## src/rtl/stack_sequencer_pkg.sv

```systemverilog
// Shared types and mask layout for the stack sequencer.
// Mask bit i selects register/item index i.
package stack_sequencer_pkg;

    typedef enum logic {
        STACK_POP  = 1'b0,
        STACK_PUSH = 1'b1
    } stack_dir_e;

    typedef enum logic [1:0] {
        SEQ_IDLE = 2'd0,
        SEQ_XFER = 2'd1,
        SEQ_DONE = 2'd2
    } stack_seq_state_e;

    localparam int STACK_SP_BIT = 4;

    localparam logic [15:0] STACK_AX     = 16'h0001;
    localparam logic [15:0] STACK_CX     = 16'h0002;
    localparam logic [15:0] STACK_DX     = 16'h0004;
    localparam logic [15:0] STACK_BX     = 16'h0008;
    localparam logic [15:0] STACK_SP     = 16'h0010;
    localparam logic [15:0] STACK_BP     = 16'h0020;
    localparam logic [15:0] STACK_SI     = 16'h0040;
    localparam logic [15:0] STACK_DI     = 16'h0080;
    localparam logic [15:0] STACK_ES     = 16'h0100;
    localparam logic [15:0] STACK_CS     = 16'h0200;
    localparam logic [15:0] STACK_SS     = 16'h0400;
    localparam logic [15:0] STACK_DS     = 16'h0800;
    localparam logic [15:0] STACK_FLAGS  = 16'h1000;
    localparam logic [15:0] STACK_ALL_GP = 16'h00FF;

endpackage

```

## src/rtl/stack_sequencer_prio_enc.sv

```systemverilog
// Lowest/highest set-bit encoder used to pick the next stack item.
module mask_prio_enc #(
    parameter int MASK_W = 16,
    parameter int IDX_W  = $clog2(MASK_W)
) (
    input  logic [MASK_W-1:0] mask,
    output logic [IDX_W-1:0]  lo_idx,
    output logic [IDX_W-1:0]  hi_idx,
    output logic              any_set
);

    always_comb begin
        lo_idx = '0;
        hi_idx = '0;
        for (int i = MASK_W - 1; i >= 0; i--) begin
            if (mask[i]) lo_idx = IDX_W'(i);
        end
        for (int i = 0; i < MASK_W; i++) begin
            if (mask[i]) hi_idx = IDX_W'(i);
        end
    end

    assign any_set = |mask;

endmodule

```

## src/rtl/stack_sequencer.sv

```systemverilog
// Walks a push/pop register mask and issues one stack access per set bit.
// Addresses are SS offsets; the BIU adds the segment base.
//
// state    | meaning
// ---------+-----------------------------------------------------------
// SEQ_IDLE | waiting for start; captures mask, direction and SP
// SEQ_XFER | one access in flight per cycle group, held until mem_ack
// SEQ_DONE | one-cycle done pulse, final SP valid on sp_out
module stack_sequencer
    import stack_sequencer_pkg::*;
#(
    parameter int MASK_W = 16,
    parameter int IDX_W  = 4,
    parameter int ADDR_W = 16,
    parameter int DATA_W = 16,
    parameter int SP_BIT = STACK_SP_BIT
) (
    input  logic              clk,
    input  logic              reset,
    input  logic              start,
    input  logic              start_push,
    input  logic [MASK_W-1:0] start_mask,
    input  logic [ADDR_W-1:0] sp_in,
    output logic              busy,
    output logic              done,
    output logic [ADDR_W-1:0] sp_out,
    output logic [IDX_W-1:0]  rd_index,
    input  logic [DATA_W-1:0] rd_data,
    output logic              wr_en,
    output logic [IDX_W-1:0]  wr_index,
    output logic [DATA_W-1:0] wr_data,
    output logic              mem_req,
    output logic              mem_wr,
    output logic [ADDR_W-1:0] mem_addr,
    output logic [DATA_W-1:0] mem_wdata,
    input  logic              mem_ack,
    input  logic [DATA_W-1:0] mem_rdata
);

    localparam logic [ADDR_W-1:0] STEP = ADDR_W'(DATA_W / 8);

    stack_seq_state_e  state_q, state_d;
    stack_dir_e        dir_q, dir_d;
    logic [MASK_W-1:0] mask_q, mask_d;
    logic [ADDR_W-1:0] sp_q, sp_d;
    logic [ADDR_W-1:0] sp_orig_q, sp_orig_d;
    logic              busy_q, busy_d;
    logic              done_q, done_d;

    logic [IDX_W-1:0]  lo_idx, hi_idx, item;
    logic              any_set, in_xfer, is_push, is_sp_item;
    logic [MASK_W-1:0] mask_rem;

    mask_prio_enc #(
        .MASK_W (MASK_W),
        .IDX_W  (IDX_W)
    ) u_prio_enc (
        .mask    (mask_q),
        .lo_idx  (lo_idx),
        .hi_idx  (hi_idx),
        .any_set (any_set)
    );

    // Push stores low registers first; pop restores in the mirrored order.
    assign is_push    = (dir_q == STACK_PUSH);
    assign item       = is_push ? lo_idx : hi_idx;
    assign is_sp_item = (item == IDX_W'(SP_BIT));
    assign in_xfer    = (state_q == SEQ_XFER) && any_set;
    assign mask_rem   = mask_q & ~(MASK_W'(1) << item);

    always_comb begin
        state_d   = state_q;
        dir_d     = dir_q;
        mask_d    = mask_q;
        sp_d      = sp_q;
        sp_orig_d = sp_orig_q;
        busy_d    = busy_q;
        done_d    = 1'b0;
        case (state_q)
            SEQ_IDLE: begin
                if (start) begin
                    dir_d     = start_push ? STACK_PUSH : STACK_POP;
                    mask_d    = start_mask;
                    sp_d      = sp_in;
                    sp_orig_d = sp_in;
                    busy_d    = 1'b1;
                    if (|start_mask) begin
                        state_d = SEQ_XFER;
                    end else begin
                        state_d = SEQ_DONE;
                        done_d  = 1'b1;
                    end
                end
            end
            SEQ_XFER: begin
                if (!any_set) begin
                    state_d = SEQ_DONE;
                    done_d  = 1'b1;
                end else if (mem_ack) begin
                    sp_d   = is_push ? (sp_q - STEP) : (sp_q + STEP);
                    mask_d = mask_rem;
                    if (mask_rem == '0) begin
                        state_d = SEQ_DONE;
                        done_d  = 1'b1;
                    end
                end
            end
            SEQ_DONE: begin
                state_d = SEQ_IDLE;
                busy_d  = 1'b0;
            end
            default: begin
                state_d = SEQ_IDLE;
                busy_d  = 1'b0;
            end
        endcase
    end

    always_ff @(posedge clk or posedge reset) begin
        if (reset) begin
            state_q   <= SEQ_IDLE;
            dir_q     <= STACK_POP;
            mask_q    <= '0;
            sp_q      <= '0;
            sp_orig_q <= '0;
            busy_q    <= 1'b0;
            done_q    <= 1'b0;
        end else begin
            state_q   <= state_d;
            dir_q     <= dir_d;
            mask_q    <= mask_d;
            sp_q      <= sp_d;
            sp_orig_q <= sp_orig_d;
            busy_q    <= busy_d;
            done_q    <= done_d;
        end
    end

    assign busy      = busy_q;
    assign done      = done_q;
    assign sp_out    = sp_q;
    assign rd_index  = item;
    assign mem_req   = in_xfer;
    assign mem_wr    = is_push;
    assign mem_addr  = is_push ? (sp_q - STEP) : sp_q;
    // The SP slot carries the pre-sequence SP, not the register file copy.
    assign mem_wdata = is_sp_item ? DATA_W'(sp_orig_q) : rd_data;
    assign wr_en     = in_xfer && mem_ack && !is_push && !is_sp_item;
    assign wr_index  = item;
    assign wr_data   = mem_rdata;

endmodule

```

## config.mk

```make
export PLATFORM = sky130hd
export DESIGN_NAME = stack_sequencer
export DESIGN_NICKNAME = d
export VERILOG_FILES = /design/src/rtl/stack_sequencer_pkg.sv /design/src/rtl/stack_sequencer_prio_enc.sv /design/src/rtl/stack_sequencer.sv
export SDC_FILE = /design/constraint.sdc
export NUM_CORES = 1
export LEC_CHECK = 0
export BUFFER_PORTS_ARGS = -buffer_cell sky130_fd_sc_hd__buf_2
export CORE_MARGIN = 2
export CORE_UTILIZATION = 54
export DETAILED_ROUTE_END_ITERATION = 7
export PLACE_DENSITY_LB_ADDON = 0.2
export SLEW_MARGIN = 20
export SYNTH_ARGS = -nofsm -noshare
export SYNTH_HDL_FRONTEND = slang
export SYNTH_SLANG_ARGS = --single-unit
```

## constraint.sdc

```tcl
create_clock -name clk -period 5.64 [get_ports clk]
set_input_delay 1.692 -clock clk [delete_from_list [all_inputs] [get_ports clk]]
set_output_delay 1.692 -clock clk [all_outputs]
set_load 0.005 [all_outputs]
```

==> metrics.txt <==
CTS tree=built; PwrDens=595 nW/um^2; Layout area overhead=14.2%; DRT iter0 DRCs=~320; row cnt=30; synthesized cell area=3810 um^2; Post-synth ARST share=between 90% and 100%; Worst-Skew Late Latency=0.31 ns; Mapped Nets=552; die height=88.0 um; Seq/Total Area, Yosys=34.8%; Crit Path Max Fanout=21; Post-CTS Resized=0; #FFs+latches synth=53; final hold vios=0; Post-DP Area=4240 um^2; reg-to-reg critical path startpoint=mem_wr; cells after synthesis=479; first-pass GRT wire length=17.7 mm; sw frac=49.7%; Post-synth EDFFs=0; Port Buffers=113; Fillers=approximately 620; total grt overflow=0; cell area after layout=about 4300 um^2; relative slew slack=34.0%; clock sinks=53; RePlAce Congestion=0.929; TritonRoute pass-1 iters=5; Synth Warn #=0; Final Max Tran Viols=0; Final HPWL DP=8.15 mm; TritonCTS buffer count=5; IO Pins=146; fin util=64.0%; Max Root-Sink Buffers=2; leading area contributor after synthesis=dfrtp_1; syn avg cell area=approximately 8 um^2; # hold bufs at CTS=0; internal power=~1300 uW; min-delay worst type=reg2reg; diode count=0; share of layout cells above drive strength 1=about 29%; WHS=~0.48 ns; Max Fclk=about 200 MHz; CP required=between 3 and 4 ns; switching power=1290 uW; status=finished clean; H-tree levels=2; Final ANT Viol Nets=0; WP data arrival=around 3.4 ns; sequential fraction of design power=32.8%; Worst setup endpoint=mem_wdata[8]; fin crit period=5.12 ns; crit path kind=reg2out; clock power share=between 10% and 20%; Clk pin slew, worst setup/hold paths=0.10 ns; DR WL/cell=17.0 um; top_reg_cell synth=dfrtp_1; Post-Layout Cell Count=646; fin crit share=about nine tenths; vias in the first global route=around 3400; CP startpoint kind=flip-flop; max_cap viols=0; Post-CTS Repair Setup Buffers=0; peak supply drop=0.351 mV; Slew @ Worst Pin=0.989 ns; Max Clock Skew=~0.013 ns; Nets=622; final WL=11.0 mm; Comb pwr share=between 50% and 60%; DR vias/cell=5.91; die area=around 7700 um^2; endpoint type of the worst setup path=output port; DRC Markers=0; Initial Util=56.1%; r2r worst-path depth=9; largest net degree at the start of global routing=54; Yosys cell types=between 60 and 70; unrepaired setup endpoints after global routing=no; placed cell count=approximately 640; LEAKAGE=0.00205 uW; Setup crit start=mem_wr; top-area cell type share of the netlist area=34.8%; Setup-failing EPs final=0; reg-to-reg endpoint=state_q[0]; ranking of synthesized cells by area=dfrtp_1 (35%), nand2_1 (9.7%), mux2_2 (4.7%), a21oi_1 (4.5%), buf_4 (4.3%); area of the core=6790 um^2; clk root buf=clkbuf_8; vias=3818; initial antenna violation count=0; r2r setup slk=2.24 ns; Setup TNS=0 ns; die width=88.0 um; aggregate global-route resource usage=29.1%
cell type report:
class	count	area, um^2	area share, %
inverters	13	51.3	1.18
multi-input cells	358	2130	49.1
flip-flops and latches	53	1330	30.5
repair buffers	118	603	13.9
well taps	96	120	2.76
clock inverters	3	43.8	1.01
clock buffers	5	68.8	1.58
synth_stat cells, types with 6 or more instances:
cell type   n
xnor2_1     8
nor3_1      6
buf_4      22
clkbuf_1   22
nand3_1    11
buf_2       7
o22ai_1     9
nor2_1     30
mux2_2     16
inv_1      11
o21ai_0    27
xor2_1      6
nor4_1     13
nand2_1    98
dfrtp_1    53
a22o_1     15
a21oi_1    34
registers in the layout (all words and copies together), names as in the netlist:
signal     count
busy           1
done           1
mask_q        16
mem_wr         1
sp_orig_q     16
sp_out        16
state_q        2
routing by layer:
| layer | vias up | wire length [um] | global-route usage, % |
|---|---|---|---|
| met4 | 0 | 89 | 4.62 |
| met1 | 1801 | 5090 | 45.4 |
| li1 | 1834 | - | - |
| met2 | 172 | 4780 | 42.7 |
| met3 | 11 | 1040 | 5.37 |
| met5 | - | 0 | 0 |
critical path, cell delays in order (launching register included):
cell,delay [ns]
dfrtp_1,0.63
nor3b_1,0.28
and3_1,0.19
a22oi_1,0.13
and2_1,0.36
inv_1,0.29
or3_2,0.76
mux2_2,0.34
buf_2,0.12
power groups by stage:
stage	registers, uW	logic, uW	clock network (uW)
detailed placement	844	1460	0
finish	848	1470	271
floorplan	696	1170	0
global placement	844	1440	0
global route	879	1660	294
CTS	838	1460	275
through the flow:
stage	setup WS, ns	power (uW)
global placement	0.945	2280
finish	0.522	2590
floorplan	1.35	1860
CTS	0.532	2580
global route	0.199	2840
detailed placement	0.878	2300
cell families (layout without fill, tap and decap cells):
group / after synthesis / count (layout) / share of synthesized area (%)
xor+xnor: 14 / 14 / 3.22
mux: 16 / 16 / 4.73
flops: 53 / 53 / 34.8
buf+inv: 68 / 139 / 9.20
simple gates: 198 / 198 / 24.8
fa+ha+maj: 4 / 4 / 1.31
compound gates: 126 / 126 / 21.9
how the worst min path moves through the flow:
stage / endpoint / cells past startpoint / slack [ns] / startpoint
CTS: sp_orig_q[4] / 2 / 0.49 / sp_orig_q[4]
floorplan: sp_orig_q[10] / 2 / 0.44 / sp_orig_q[10]
finish: sp_orig_q[4] / 2 / 0.48 / sp_orig_q[4]
detailed placement: sp_orig_q[4] / 2 / 0.46 / sp_orig_q[4]
global placement: sp_orig_q[14] / 2 / 0.45 / sp_orig_q[14]
global route: sp_orig_q[11] / 2 / 0.52 / sp_orig_q[11]
layout by cell type (no fill, tap or decap), drive strengths merged, types with 4 or more instances in the layout:
master / instances
xor2: 6
nor2: 31
mux2: 16
dfrtp: 53
inv: 13
ha: 4
o22ai: 9
or3: 6
nand2b: 4
clkbuf: 5
a22o: 16
xnor2: 8
nor4: 17
a31oi: 4
and2: 4
o31ai: 5
a21oi: 34
buf: 118
o21ai: 29
nor3: 6
a211oi: 4
nand3: 11
nand4: 5
nand2: 98
Power figures use the tool's default switching activity.
